## config.mk

```make
export PLATFORM = sky130hd
export DESIGN_NAME = scene_render
export DESIGN_NICKNAME = d
export VERILOG_FILES = /design/src/rtl/scene_render.sv
export SDC_FILE = /design/constraint.sdc
export NUM_CORES = 1
export LEC_CHECK = 0
export CAP_MARGIN = 20
export CORE_MARGIN = 1
export CORE_UTILIZATION = 54
export CTS_CLUSTER_DIAMETER = 30
export DETAILED_ROUTE_END_ITERATION = 7
export HOLD_SLACK_MARGIN = 0.02
export PLACE_DENSITY = 0.81
export SLEW_MARGIN = 25
export SYNTH_ARGS = -nofsm -noshare
export SYNTH_HDL_FRONTEND = slang
export SYNTH_SLANG_ARGS = --single-unit
```

## constraint.sdc

```tcl
create_clock -name CLK -period 5 [get_ports CLK]
set_clock_uncertainty 0.15 [all_clocks]
set_input_delay 1 -clock CLK [delete_from_list [all_inputs] [get_ports CLK]]
set_output_delay 1 -clock CLK [all_outputs]
set_load 0.03 [all_outputs]
```

## src/rtl/scene_render.sv

```systemverilog
// Pixel colour generator for a side-scrolling dinosaur game: two pipeline
// stages turn VGA row/column requests into a 12-bit colour every clock.
module scene_render #(
  parameter int GROUND_ROW = 400,
  parameter int DINO_COL   = 64,
  parameter int DINO_W     = 32,
  parameter int DINO_H     = 32
) (
  input  logic        CLK,
  input  logic        clrn,
  input  logic [8:0]  row_addr,
  input  logic [9:0]  col_addr,
  input  logic [5:0]  dinosaur_height,
  input  logic [5:0]  ground_position,
  input  logic        game_status,
  output logic [11:0] vga_data
);

  localparam logic [9:0] GROUND     = 10'(GROUND_ROW);
  localparam logic [9:0] TEX_FIRST  = 10'(GROUND_ROW + 1);
  localparam logic [9:0] TEX_LAST   = 10'(GROUND_ROW + 8);
  localparam logic [9:0] DINO_LEFT  = 10'(DINO_COL);
  localparam logic [9:0] DINO_RIGHT = 10'(DINO_COL + DINO_W - 1);
  localparam logic [9:0] DINO_SPAN  = 10'(DINO_H);

  localparam logic [11:0] C_BLANK  = 12'h000;
  localparam logic [11:0] C_BANNER = 12'h00F;
  localparam logic [11:0] C_RUN    = 12'h0A0;
  localparam logic [11:0] C_OVER   = 12'hF00;
  localparam logic [11:0] C_GROUND = 12'h555;
  localparam logic [11:0] C_TEX    = 12'h888;
  localparam logic [11:0] C_BG     = 12'hFFF;

  // Per-frame state
  logic       prev_origin;
  logic [5:0] h_snap;
  logic [5:0] gpos_snap;
  logic       status_snap;
  logic [5:0] frame_cnt;

  // Stage 1: address and snapshot-independent region flags
  logic       v1;
  logic [9:0] row1;
  logic [9:0] col1;
  logic       blank1;
  logic       banner1;
  logic       line1;
  logic       tex_rows1;
  logic       dino_cols1;

  logic [9:0] row_ext;
  logic       at_origin;
  logic       frame_start;
  logic       blank_c;
  logic       banner_c;
  logic       line_c;
  logic       tex_rows_c;
  logic       dino_cols_c;

  assign row_ext     = {1'b0, row_addr};
  assign at_origin   = (row_addr == 9'd0) && (col_addr == 10'd0);
  assign frame_start = at_origin && !prev_origin;

  assign blank_c     = (col_addr >= 10'd640) || (row_addr >= 9'd480);
  assign banner_c    = (row_ext >= 10'd200) && (row_ext <= 10'd231) &&
                       (col_addr >= 10'd256) && (col_addr <= 10'd383);
  assign line_c      = (row_ext == GROUND);
  assign tex_rows_c  = (row_ext >= TEX_FIRST) && (row_ext <= TEX_LAST);
  assign dino_cols_c = (col_addr >= DINO_LEFT) && (col_addr <= DINO_RIGHT);

  // Stage 2 terms that depend on the snapshots; they see the values taken
  // on the same edge the frame's first pixel entered stage 1.
  logic [9:0]  dino_top;
  logic [9:0]  dino_bot;
  logic        dino_hit;
  logic [3:0]  tex_phase;
  logic [11:0] pixel_c;

  assign dino_top  = GROUND - DINO_SPAN - {3'b000, h_snap, 1'b0};
  assign dino_bot  = dino_top + DINO_SPAN - 10'd1;
  assign dino_hit  = dino_cols1 && (row1 >= dino_top) && (row1 <= dino_bot);
  assign tex_phase = col1[3:0] + {gpos_snap[1:0], 2'b00};

  always_comb begin
    pixel_c = C_BG;
    if (!v1 || blank1)                        pixel_c = C_BLANK;
    else if (banner1 && status_snap && !frame_cnt[4]) pixel_c = C_BANNER;
    else if (dino_hit)                        pixel_c = status_snap ? C_OVER : C_RUN;
    else if (line1)                           pixel_c = C_GROUND;
    else if (tex_rows1 && (tex_phase < 4'd2)) pixel_c = C_TEX;
  end

  // NOTE: every register here is written with <= so all of them sample the
  // pre-edge values of each other, which is what keeps the stages aligned.
  always_ff @(posedge CLK) begin
    if (!clrn) begin
      prev_origin <= 1'b0;
      h_snap      <= '0;
      gpos_snap   <= '0;
      status_snap <= 1'b0;
      frame_cnt   <= '0;
      v1          <= 1'b0;
      row1        <= '0;
      col1        <= '0;
      blank1      <= 1'b0;
      banner1     <= 1'b0;
      line1       <= 1'b0;
      tex_rows1   <= 1'b0;
      dino_cols1  <= 1'b0;
      vga_data    <= C_BLANK;
    end else begin
      prev_origin <= at_origin;
      if (frame_start) begin
        h_snap      <= dinosaur_height;
        gpos_snap   <= ground_position;
        status_snap <= game_status;
        frame_cnt   <= frame_cnt + 6'd1;
      end
      v1         <= 1'b1;
      row1       <= row_ext;
      col1       <= col_addr;
      blank1     <= blank_c;
      banner1    <= banner_c;
      line1      <= line_c;
      tex_rows1  <= tex_rows_c;
      dino_cols1 <= dino_cols_c;
      vga_data   <= pixel_c;
    end
  end

endmodule
```

==> flow_metrics.py <==
metrics = {
    "die": {
        "ios": 46,
        "rows": 22,
        "die_y_um": 65.1,
        "core_mm2": 0.00374,
        "die_x_um": 65.1,
        "die-area_mm2": 0.00424,
        "initial_core_util_pct": 57.5,
    },
    "global_route": {
        "gr-usage-all-layers_pct": 20.8,
        "grt.met2_usage_pct": 35.7,
        "grt_pass1_vias": 1590,
        "overflow": 0,
        "top_usage_layer": "met2",
        "grt_max_degree": 31,
        "grt_pass1_wl_mm": 6.82,
        "use_met1_pct": 25.1,
        "antenna_found_initial": 0,
        "gr-usage-met3_pct": 5.56,
    },
    "placed_design": {
        "dp_hpwl_mm": 3.02,
        "gp_congestion": 0.851,
        "portBuffers": 41,
        "placed_area_mm2": 0.00257,
        "dp.cells": 298,
    },
    "setup_path": {
        "rr_worst_depth": 13,
        "cp_max_fo": 12,
        "r2r_setup_slack_ns": 1.59,
        "timing.rr.start": "h_snap[0]",
        "endpoint_kind": "register",
        "reg2reg_to": "vga_data[7]",
        "crit_type": "primary input to register",
        "arrival_ns": 3.51,
        "crit_end": "frame_cnt[4]",
        "startpoint": "row_addr[0]",
        "worstSetupStartpointType": "primary input",
        "crit_required_ns": 5.03,
    },
    "logic_synthesis": {
        "yosysWarnings": 0,
        "syn-num-nets": 272,
        "netlist_area_mm2": 0.00215,
        "syn_area_per_cell_um2": 9.87,
        "syn_inst": 218,
        "yosys.area.top_type": "dfxtp_1",
        "synth_flop_cell": "dfxtp_1",
        "yosysSeqAreaShare_pct": 39.1,
        "synthTopCellsByArea": "dfxtp_1 (39%), ha_1 (12%), mux2i_1 (7.9%)",
        "ys_types": 46,
        "ys_ff_latch": 42,
        "synth_edf_count": 0,
        "synth.top_cell.area_share_pct": 39.1,
        "ys_async_sr_fraction_pct": 0,
    },
    "clocking": {
        "cts_resized": 0,
        "root_buffer": "clkbuf_8",
        "clk_pin_slew_ns": 0.08,
        "clk_path_buf_depth": 2,
        "cts.sinks": 42,
        "htree_levels": 2,
        "postCtsSetupBuffers": 0,
        "tritoncts": "done",
        "cts-buffers-inserted": 5,
        "postCtsHoldBufs": 0,
        "worstSkewPairLatency_ns": 0.29,
    },
    "final_layout": {
        "stdcell_area_mm2": 0.00269,
        "multiInputGateArea_mm2": 0.00123,
        "final_nets": 311,
        "ff_latch_area_um2": 841,
        "syn_to_final_growth_pct": 24.8,
        "final_cell_mix": "dfxtp_1 (42), clkdlybuf4s50_1 (41), ha_1 (20), mux2i_1 (17), and2_1 (13)",
        "drive_gt1_share_pct": 5.81,
        "fillers": 311,
        "insertedDiodeCount": 0,
        "final_common_cell": "dfxtp_1",
        "fin_cells": 306,
    },
    "power_and_ir_drop": {
        "p_leak_nw": 1.04,
        "power.density_mw_per_mm2": 256,
        "vdd_drop_max_uv": 215,
    },
    "run_status": {
        "status": "completed",
    },
    "worst_hold_path": {
        "hp-class": "register to register",
        "whs_path_depth": 2,
    },
    "timing": {
        "tns_ns": 0,
        "worst_slew_pin_slew_ns": 0.974,
        "rsz0062_at_grt": "false",
        "whs_ns": 0.352,
        "fin_crit_sh_pct": 69.6,
        "max_slew_margin_pct": 34.8,
        "fmax_mhz": 287,
        "min_period_ns": 3.48,
        "hold_viol_final": 0,
        "maxSlewViolCount": 0,
        "finalSetupViolations": 0,
    },
    "drt": {
        "wire_per_inst_um": 12.6,
        "route.detailed.drc": 0,
        "wirelength_mm": 3.87,
        "ant_nets": 0,
        "first_pass_iters": 4,
        "vias_per_cell": 5.26,
        "vias": 1610,
        "drt_iter0_drc": 86,
    },
    "job": {
        "maxCapViolations": 0,
    },
}
-- cell families (layout without fill, tap and decap cells) --
logic type | after synthesis | in the layout | share of synthesized area (%)
AOI/OAI and AO/OA | 24 | 24 | 8.03
muxes | 17 | 17 | 7.91
buffers and inverters | 17 | 57 | 3.84
adders and majority gates | 20 | 20 | 11.6
DFF | 42 | 42 | 39.1
and+or+nand+nor | 87 | 87 | 24.4
xor gates and xnor gates | 11 | 11 | 5.12
-- cell usage after synthesis (4+ instances only) --
cell      count
nor4_1        4
and2_1       13
nor2b_1      12
xor2_1        4
clkbuf_1      6
xnor2_1       6
nor2_1       10
dfxtp_1      42
ha_1         20
nand3_1       4
nand2_1      11
mux2i_1      17
inv_1         7
nand4_1       5
o21a_1        4
a21oi_1       4
nor3_1        6
nand2b_1      5
-- sequential cells by signal (all words and copies together) (netlist names) --
signal and flops:
banner1 1, blank1 1, col1 3, dino_cols1 1, frame_cnt 5, gpos_snap 2, h_snap 6, line1 1
prev_origin 1, row1 9, status_snap 1, tex_rows1 1, v1 1, vga_data 9
-- stage by stage --
stage	power, mW	setup slack (ns)	utilization (%)
detailed placement	0.438	1.21	68.7
floorplan	0.397	1.81	-
finish	0.688	1.52	71.7
global placement	0.437	1.22	68.7
global route	0.718	1.35	71.7
CTS	0.696	1.29	71.6
-- where the power goes --
part           internal (mW)  leakage [nW]  switching [mW]  total, mW
combinational         0.0456         0.647          0.0349     0.0806
clock                  0.149        0.0524           0.109      0.258
sequential             0.345         0.344         0.00465      0.350
-- routing by layer --
layer	vias up	share of wire (%)	routed length [µm]
met5	-	0	0
met4	0	1.8	68
met3	8	4.9	191
met2	38	45	1760
met1	712	48	1850
li1	852	-	-
-- layout make-up --
class                      instances  share of cell area, %
multi-input combinational        159                   45.9
sequential                        42                   31.3
timing repair buffer              42                   15.6
clock buffer                       7                   2.84
tap                               48                   2.24
clock inverter                     1                   1.12
inverter                           7                  0.979
-- worst min path at each step --
stage	startpoint	end	slack [ns]
after floorplan	frame_cnt[4]	frame_cnt[4]	0.30
after global placement	frame_cnt[4]	frame_cnt[4]	0.33
after detailed placement	frame_cnt[4]	frame_cnt[4]	0.34
after CTS	frame_cnt[4]	frame_cnt[4]	0.35
after global routing	line1	vga_data[3]	0.38
final	frame_cnt[4]	frame_cnt[4]	0.35
-- critical path, stage by stage --
cell,delay (ns)
clkdlybuf4s50_1,0.41
or3_4,0.40
or4_4,0.47
nor4b_4,0.87
nand4_1,0.20
mux2i_1,0.16
No activity file was read; power rests on OpenSTA's default activity.
